$ cat config.mk
export PLATFORM = sky130hd
export DESIGN_NAME = slice_add_sequencer
export DESIGN_NICKNAME = d
export VERILOG_FILES = /design/src/rtl/slice_add_sequencer.sv
export SDC_FILE = /design/constraint.sdc
export NUM_CORES = 1
export LEC_CHECK = 0
export ABC_AREA = 0
export BUFFER_PORTS_ARGS = -buffer_cell sky130_fd_sc_hd__buf_2
export CORE_MARGIN = 1
export CORE_UTILIZATION = 35
export CTS_BUF_LIST = sky130_fd_sc_hd__clkbuf_8 sky130_fd_sc_hd__clkbuf_16
export CTS_CLUSTER_SIZE = 40
export DETAILED_ROUTE_END_ITERATION = 10
export HOLD_SLACK_MARGIN = 0.06
export PLACE_DENSITY = 0.52
export SETUP_SLACK_MARGIN = 0.4
export SYNTH_ARGS = -nofsm -noshare
export SYNTH_HDL_FRONTEND = slang
export SYNTH_SLANG_ARGS = --single-unit
export TNS_END_PERCENT = 100
$ cat constraint.sdc
create_clock -name clock -period 7 [get_ports clock]
set_input_delay 1.05 -clock clock [delete_from_list [all_inputs] [get_ports clock]]
set_output_delay 1.05 -clock clock [all_outputs]
set_load 0.05 [all_outputs]
$ cat src/rtl/slice_add_sequencer.sv
`default_nettype none
// ============================================================================
// Module      : slice_add_sequencer
// Description : Multi-cycle add/sub that ripples one SLICE-bit adder across a
//               WIDTH-bit operand, one slice per clock, behind valid/ready.
// Revision    : 1.0 - initial release
// ============================================================================
module slice_add_sequencer #(
    parameter int WIDTH = 32,
    parameter int SLICE = 8
) (
    input  logic             clock,
    input  logic             reset,
    input  logic             in_valid,
    output logic             in_ready,
    input  logic [WIDTH-1:0] operand_a,
    input  logic [WIDTH-1:0] operand_b,
    input  logic             sub,
    output logic             out_valid,
    input  logic             out_ready,
    output logic [WIDTH-1:0] result,
    output logic             carry_out,
    output logic             overflow,
    output logic             zero
);

    localparam int c_N     = WIDTH / SLICE;
    localparam int c_IDX_W = (c_N > 1) ? $clog2(c_N) : 1;
    localparam logic [c_IDX_W-1:0] c_LAST = c_IDX_W'(c_N - 1);

    localparam logic [1:0] c_IDLE = 2'd0;
    localparam logic [1:0] c_RUN  = 2'd1;
    localparam logic [1:0] c_DONE = 2'd2;

    logic [1:0]         r_state;
    logic [WIDTH-1:0]   r_a;
    logic [WIDTH-1:0]   r_b;
    logic               r_carry;
    logic [c_IDX_W-1:0] r_idx;
    logic [WIDTH-1:0]   r_result;
    logic               r_in_ready;
    logic               r_out_valid;
    logic               r_carry_out;
    logic               r_overflow;
    logic               r_zero;

    logic [SLICE-1:0]   w_a_sl;
    logic [SLICE-1:0]   w_b_sl;
    logic [SLICE-1:0]   w_sum;
    logic               w_cout;
    logic               w_cin_msb;
    logic [WIDTH-1:0]   w_result_next;

    // Select the active slice and merge the new sum into the result image.
    always_comb begin
        w_a_sl        = '0;
        w_b_sl        = '0;
        w_result_next = r_result;
        for (int j = 0; j < c_N; j++) begin
            if (r_idx == c_IDX_W'(j)) begin
                w_a_sl = r_a[j*SLICE +: SLICE];
                w_b_sl = r_b[j*SLICE +: SLICE];
            end
        end
        {w_cout, w_sum} = {1'b0, w_a_sl} + {1'b0, w_b_sl} + {{SLICE{1'b0}}, r_carry};
        for (int j = 0; j < c_N; j++) begin
            if (r_idx == c_IDX_W'(j)) begin
                w_result_next[j*SLICE +: SLICE] = w_sum;
            end
        end
        // Carry into the MSB recovered from the MSB's sum bit and its operands.
        w_cin_msb = w_a_sl[SLICE-1] ^ w_b_sl[SLICE-1] ^ w_sum[SLICE-1];
    end

    always_ff @(posedge clock) begin
        if (reset) begin
            r_state     <= c_IDLE;
            r_a         <= '0;
            r_b         <= '0;
            r_carry     <= 1'b0;
            r_idx       <= '0;
            r_result    <= '0;
            r_in_ready  <= 1'b0;
            r_out_valid <= 1'b0;
            r_carry_out <= 1'b0;
            r_overflow  <= 1'b0;
            r_zero      <= 1'b0;
        end else begin
            case (r_state)
                c_IDLE: begin
                    r_in_ready <= 1'b1;
                    if (in_valid && r_in_ready) begin
                        r_a        <= operand_a;
                        r_b        <= operand_b ^ {WIDTH{sub}};
                        r_carry    <= sub;
                        r_idx      <= '0;
                        r_result   <= '0;
                        r_in_ready <= 1'b0;
                        r_state    <= c_RUN;
                    end
                end
                c_RUN: begin
                    r_result <= w_result_next;
                    r_carry  <= w_cout;
                    r_idx    <= r_idx + c_IDX_W'(1);
                    if (r_idx == c_LAST) begin
                        r_carry_out <= w_cout;
                        r_overflow  <= w_cin_msb ^ w_cout;
                        r_zero      <= (w_result_next == '0);
                        r_out_valid <= 1'b1;
                        r_state     <= c_DONE;
                    end
                end
                c_DONE: begin
                    if (out_ready) begin
                        r_out_valid <= 1'b0;
                        r_in_ready  <= 1'b1;
                        r_state     <= c_IDLE;
                    end
                end
                default: begin
                    r_state <= c_IDLE;
                end
            endcase
        end
    end

    assign in_ready  = r_in_ready;
    assign out_valid = r_out_valid;
    assign result    = r_result;
    assign carry_out = r_carry_out;
    assign overflow  = r_overflow;
    assign zero      = r_zero;

endmodule
`default_nettype wire

==> flow_summary.json <==
{
  "run_status": "finished clean",
  "synth_seq_cells": 106,
  "die_w_um": 123,
  "seq_area_frac_synth_pct": 41.4,
  "syn_avg_cell_area_um2": 7.81,
  "die_y_um": 123,
  "setup.reg_to_reg.worst_slack_ns": 3.15,
  "mostFrequentLayoutCell": "sky130_fd_sc_hd__nor2_1",
  "tritoncts_num_sinks": 106,
  "p_per_area_mw_per_mm2": 222,
  "grt_start_max_net_pins": 109,
  "postSynthNetCount": 739,
  "synthCells": 657,
  "reg2reg_from": "r_idx[0]",
  "endpoint_of_the_lowest_slack_register_to_register_path": "result[14]",
  "routabilityCongestion": 0.811,
  "clkTransAtPathRegs_ns": 0.07,
  "worstSetupStartpoint": "r_idx[0]",
  "worst_slew_margin_relative_to_its_limit_pct": 25.4,
  "class_of_the_most_critical_setup_path": "flop to flop",
  "cts_root_buffer": "sky130_fd_sc_hd__clkbuf_16",
  "numCtsBuffers": 9,
  "layout.cells.most_common_list": "107 x sky130_fd_sc_hd__nor2_1, 106 x sky130_fd_sc_hd__nand2_1, 106 x sky130_fd_sc_hd__dfxtp_1, 104 x sky130_fd_sc_hd__buf_2, 80 x sky130_fd_sc_hd__a21oi_1",
  "postSynth.asyncResetShare_pct": 0,
  "yosys_most_used_dff": "sky130_fd_sc_hd__dfxtp_1",
  "final.setup.tns_ns": 0,
  "final_min_period_over_clock_period_pct": 55.0,
  "worst_ep_required_time_ns": 7.28,
  "nets": 810,
  "origin_of_the_worst_min_delay_path": "r_a[31]",
  "post_synth_edffs": 0,
  "grt_overflow": 0,
  "antenna_found_initial": 0,
  "yosysUniqueCellTypes": 50,
  "worst_setup_path_endpoint": "result[14]",
  "fp.dieArea_mm2": 0.0151,
  "worst-r2r-cell-count": 13,
  "buffer_ports.inserted": 105,
  "ios": 106,
  "wire_length_of_the_first_global_routing_pass_mm": 22.4,
  "drtPass1Iterations": 4,
  "post_synth_xor_area_fraction_pct": 6.32,
  "insertion_delay_ns": 0.35,
  "p_leak_nw": 2.36,
  "path_max_fanout": 29,
  "ant_nets": 0,
  "portion_of_synthesized_cell_area_occupied_by_the_leading_cell_type_pct": 41.4,
  "synth_adder_area_share_pct": 3.46,
  "wl_mm": 14.0,
  "share_of_layout_cells_above_drive_strength_1_pct": 18.7,
  "worst_setup_path_end_kind": "flop",
  "fraction_of_the_mapped_netlist_area_in_compound_gates_pct": 22.9,
  "yosys_warnings": 0,
  "synth.top_cells.by_area": "sky130_fd_sc_hd__dfxtp_1 41%, sky130_fd_sc_hd__nor2_1 7.8%, sky130_fd_sc_hd__a21oi_1 7.8%",
  "timing.final.setup_violations": 0,
  "synthesis.area_mm2": 0.00513,
  "grt_setup_unrepaired": "false",
  "transition_at_the_pin_with_the_smallest_max_transition_slack_ns": 1.12,
  "grt_pass1_vias": 4399,
  "tritoncts_clock_tree": "built",
  "initial_core_util_pct": 36.4,
  "irDropWorstVdd_uv": 122,
  "max-cap-violations": 0,
  "grt_util_all_layers_pct": 19.4,
  "basic_gate_share_of_the_synthesized_area_counting_and_or_nand_and_nor_cells_pct": 20.9,
  "ctsHtreeMaxLevel": 3,
  "fin_total_pwr_mw": 1.33,
  "n_antenna_cell": 0,
  "hold_viol_final": 0,
  "cts_buffer_depth": 2,
  "setup.worst_path.start_class": "flop",
  "dpl.hpwl_mm": 9.96,
  "cts_repair_resize_count": 0,
  "final_min_period_ns": 3.85,
  "flow.area_growth_from_synthesis_pct": 16.9,
  "dr_total_vias": 4682,
  "fin_clk_skew_ns": 0.00813,
  "vias_per_cell": 5.13,
  "yosys-mux-area-fraction_pct": 0.390,
  "drv_slew": 0,
  "cp.arrival_ns": 4.13,
  "drc_errors": 0,
  "hold_crit_path_type": "flop to flop",
  "std_cell_rows": 43,
  "design.core.area_mm2": 0.0141,
  "synth.largest_area_cell": "sky130_fd_sc_hd__dfxtp_1",
  "highest_attainable_clock_frequency_mhz": 260,
  "cts.repair_timing.setup_buffer_count": 0,
  "cts_hold_buf": 0,
  "post_detailed_route_wirelength_per_cell_um": 15.4,
  "largest_family_of_logic_cells_by_synthesized_area": "compound AO/OA/AOI/OAI gates",
  "drt_iter0_drc": 303
}
-- worst max-delay path, cell delays in order, from the launching register on --
cell and delay [ns]:
sky130_fd_sc_hd__dfxtp_1 0.40, sky130_fd_sc_hd__ha_1 0.51, sky130_fd_sc_hd__buf_4 0.39, sky130_fd_sc_hd__a21oi_1 0.11, sky130_fd_sc_hd__o21ai_0 0.15, sky130_fd_sc_hd__mux2i_1 0.11, sky130_fd_sc_hd__fa_1 0.47, sky130_fd_sc_hd__fa_1 0.42
sky130_fd_sc_hd__nor2b_1 0.18, sky130_fd_sc_hd__o2111ai_1 0.19, sky130_fd_sc_hd__and4_1 0.27, sky130_fd_sc_hd__nor3_2 0.31, sky130_fd_sc_hd__a22oi_1 0.14, sky130_fd_sc_hd__nor2_1 0.12
-- layout make-up --
class                      count  area, µm²
sequential                   106       2120
timing repair buffer         112        581
fill                        1484       8100
clock inverter                 5       25.0
inverter                       9       33.8
clock buffer                  10        239
tap                          180        225
multi-input combinational    490       2770
-- through the flow --
step                      cells  hold WS, ns  instance area (µm²)  worst slack (ns)  util [%]
after floorplan             657        0.436                 5130              3.56         -
after global placement      897        0.446                 5730              3.26      40.7
after detailed placement    897        0.447                 5730              3.17      40.7
after CTS                   912        0.457                 6000              3.14      42.6
after global routing        912        0.475                 6000              2.80      42.6
final                       912        0.455                 6000              3.15      42.6
-- how the worst min path moves through the flow --
stage	end	slack (ns)	cells past startpoint
after detailed placement	r_a[31]	0.45	2
after global placement	r_a[29]	0.45	2
after global routing	r_a[18]	0.47	2
after CTS	r_a[31]	0.46	2
final	r_a[31]	0.45	2
after floorplan	r_a[24]	0.44	2
-- logic make-up after synthesis --
group                      Yosys count
AOI/OAI and AO/OA                  185
xor gates and xnor gates            37
adders and majority gates           13
buffers and inverters               61
DFF                                106
muxes                                2
and+or+nand+nor                    253
-- metal layers --
metal | track usage, % | share of wire (%)
met5 | 0 | 0
met4 | 10.1 | 3.2
met3 | 3.51 | 4.0
met2 | 31.4 | 46
met1 | 24.7 | 47
-- registers in the layout, summed over array words and instances (netlist names) --
name and cells:
overflow 1, r_idx 2, r_a 32, in_ready 1, out_valid 1, carry_out 1, zero 1, r_carry 1
result 32, r_b 32, r_state 2
-- cell usage after synthesis (all sizes together) (2+ instances only) --
| master | n |
|---|---|
| nand3 | 9 |
| a22oi | 29 |
| buf | 19 |
| o2111ai | 3 |
| inv | 9 |
| nor2 | 107 |
| xnor2 | 33 |
| a21o | 2 |
| nor2b | 3 |
| xor2 | 4 |
| a211oi | 32 |
| nand2 | 106 |
| o21ai | 19 |
| or4 | 2 |
| ha | 11 |
| nor4 | 3 |
| a21oi | 82 |
| or2 | 3 |
| nor3 | 7 |
| o211ai | 3 |
| a31oi | 4 |
| nand3b | 7 |
| dfxtp | 106 |
| mux2i | 2 |
| clkbuf | 33 |
| o22ai | 2 |
| fa | 2 |
-- where the power goes --
group	leakage, nW	internal, mW	switching (mW)	total, mW
registers	0.862	0.632	0.0183	0.650
logic	1.36	0.0840	0.138	0.222
clock network	0.142	0.245	0.216	0.461
total	2.36	0.961	0.373	1.33
No activity file was read; power rests on OpenSTA's default activity.
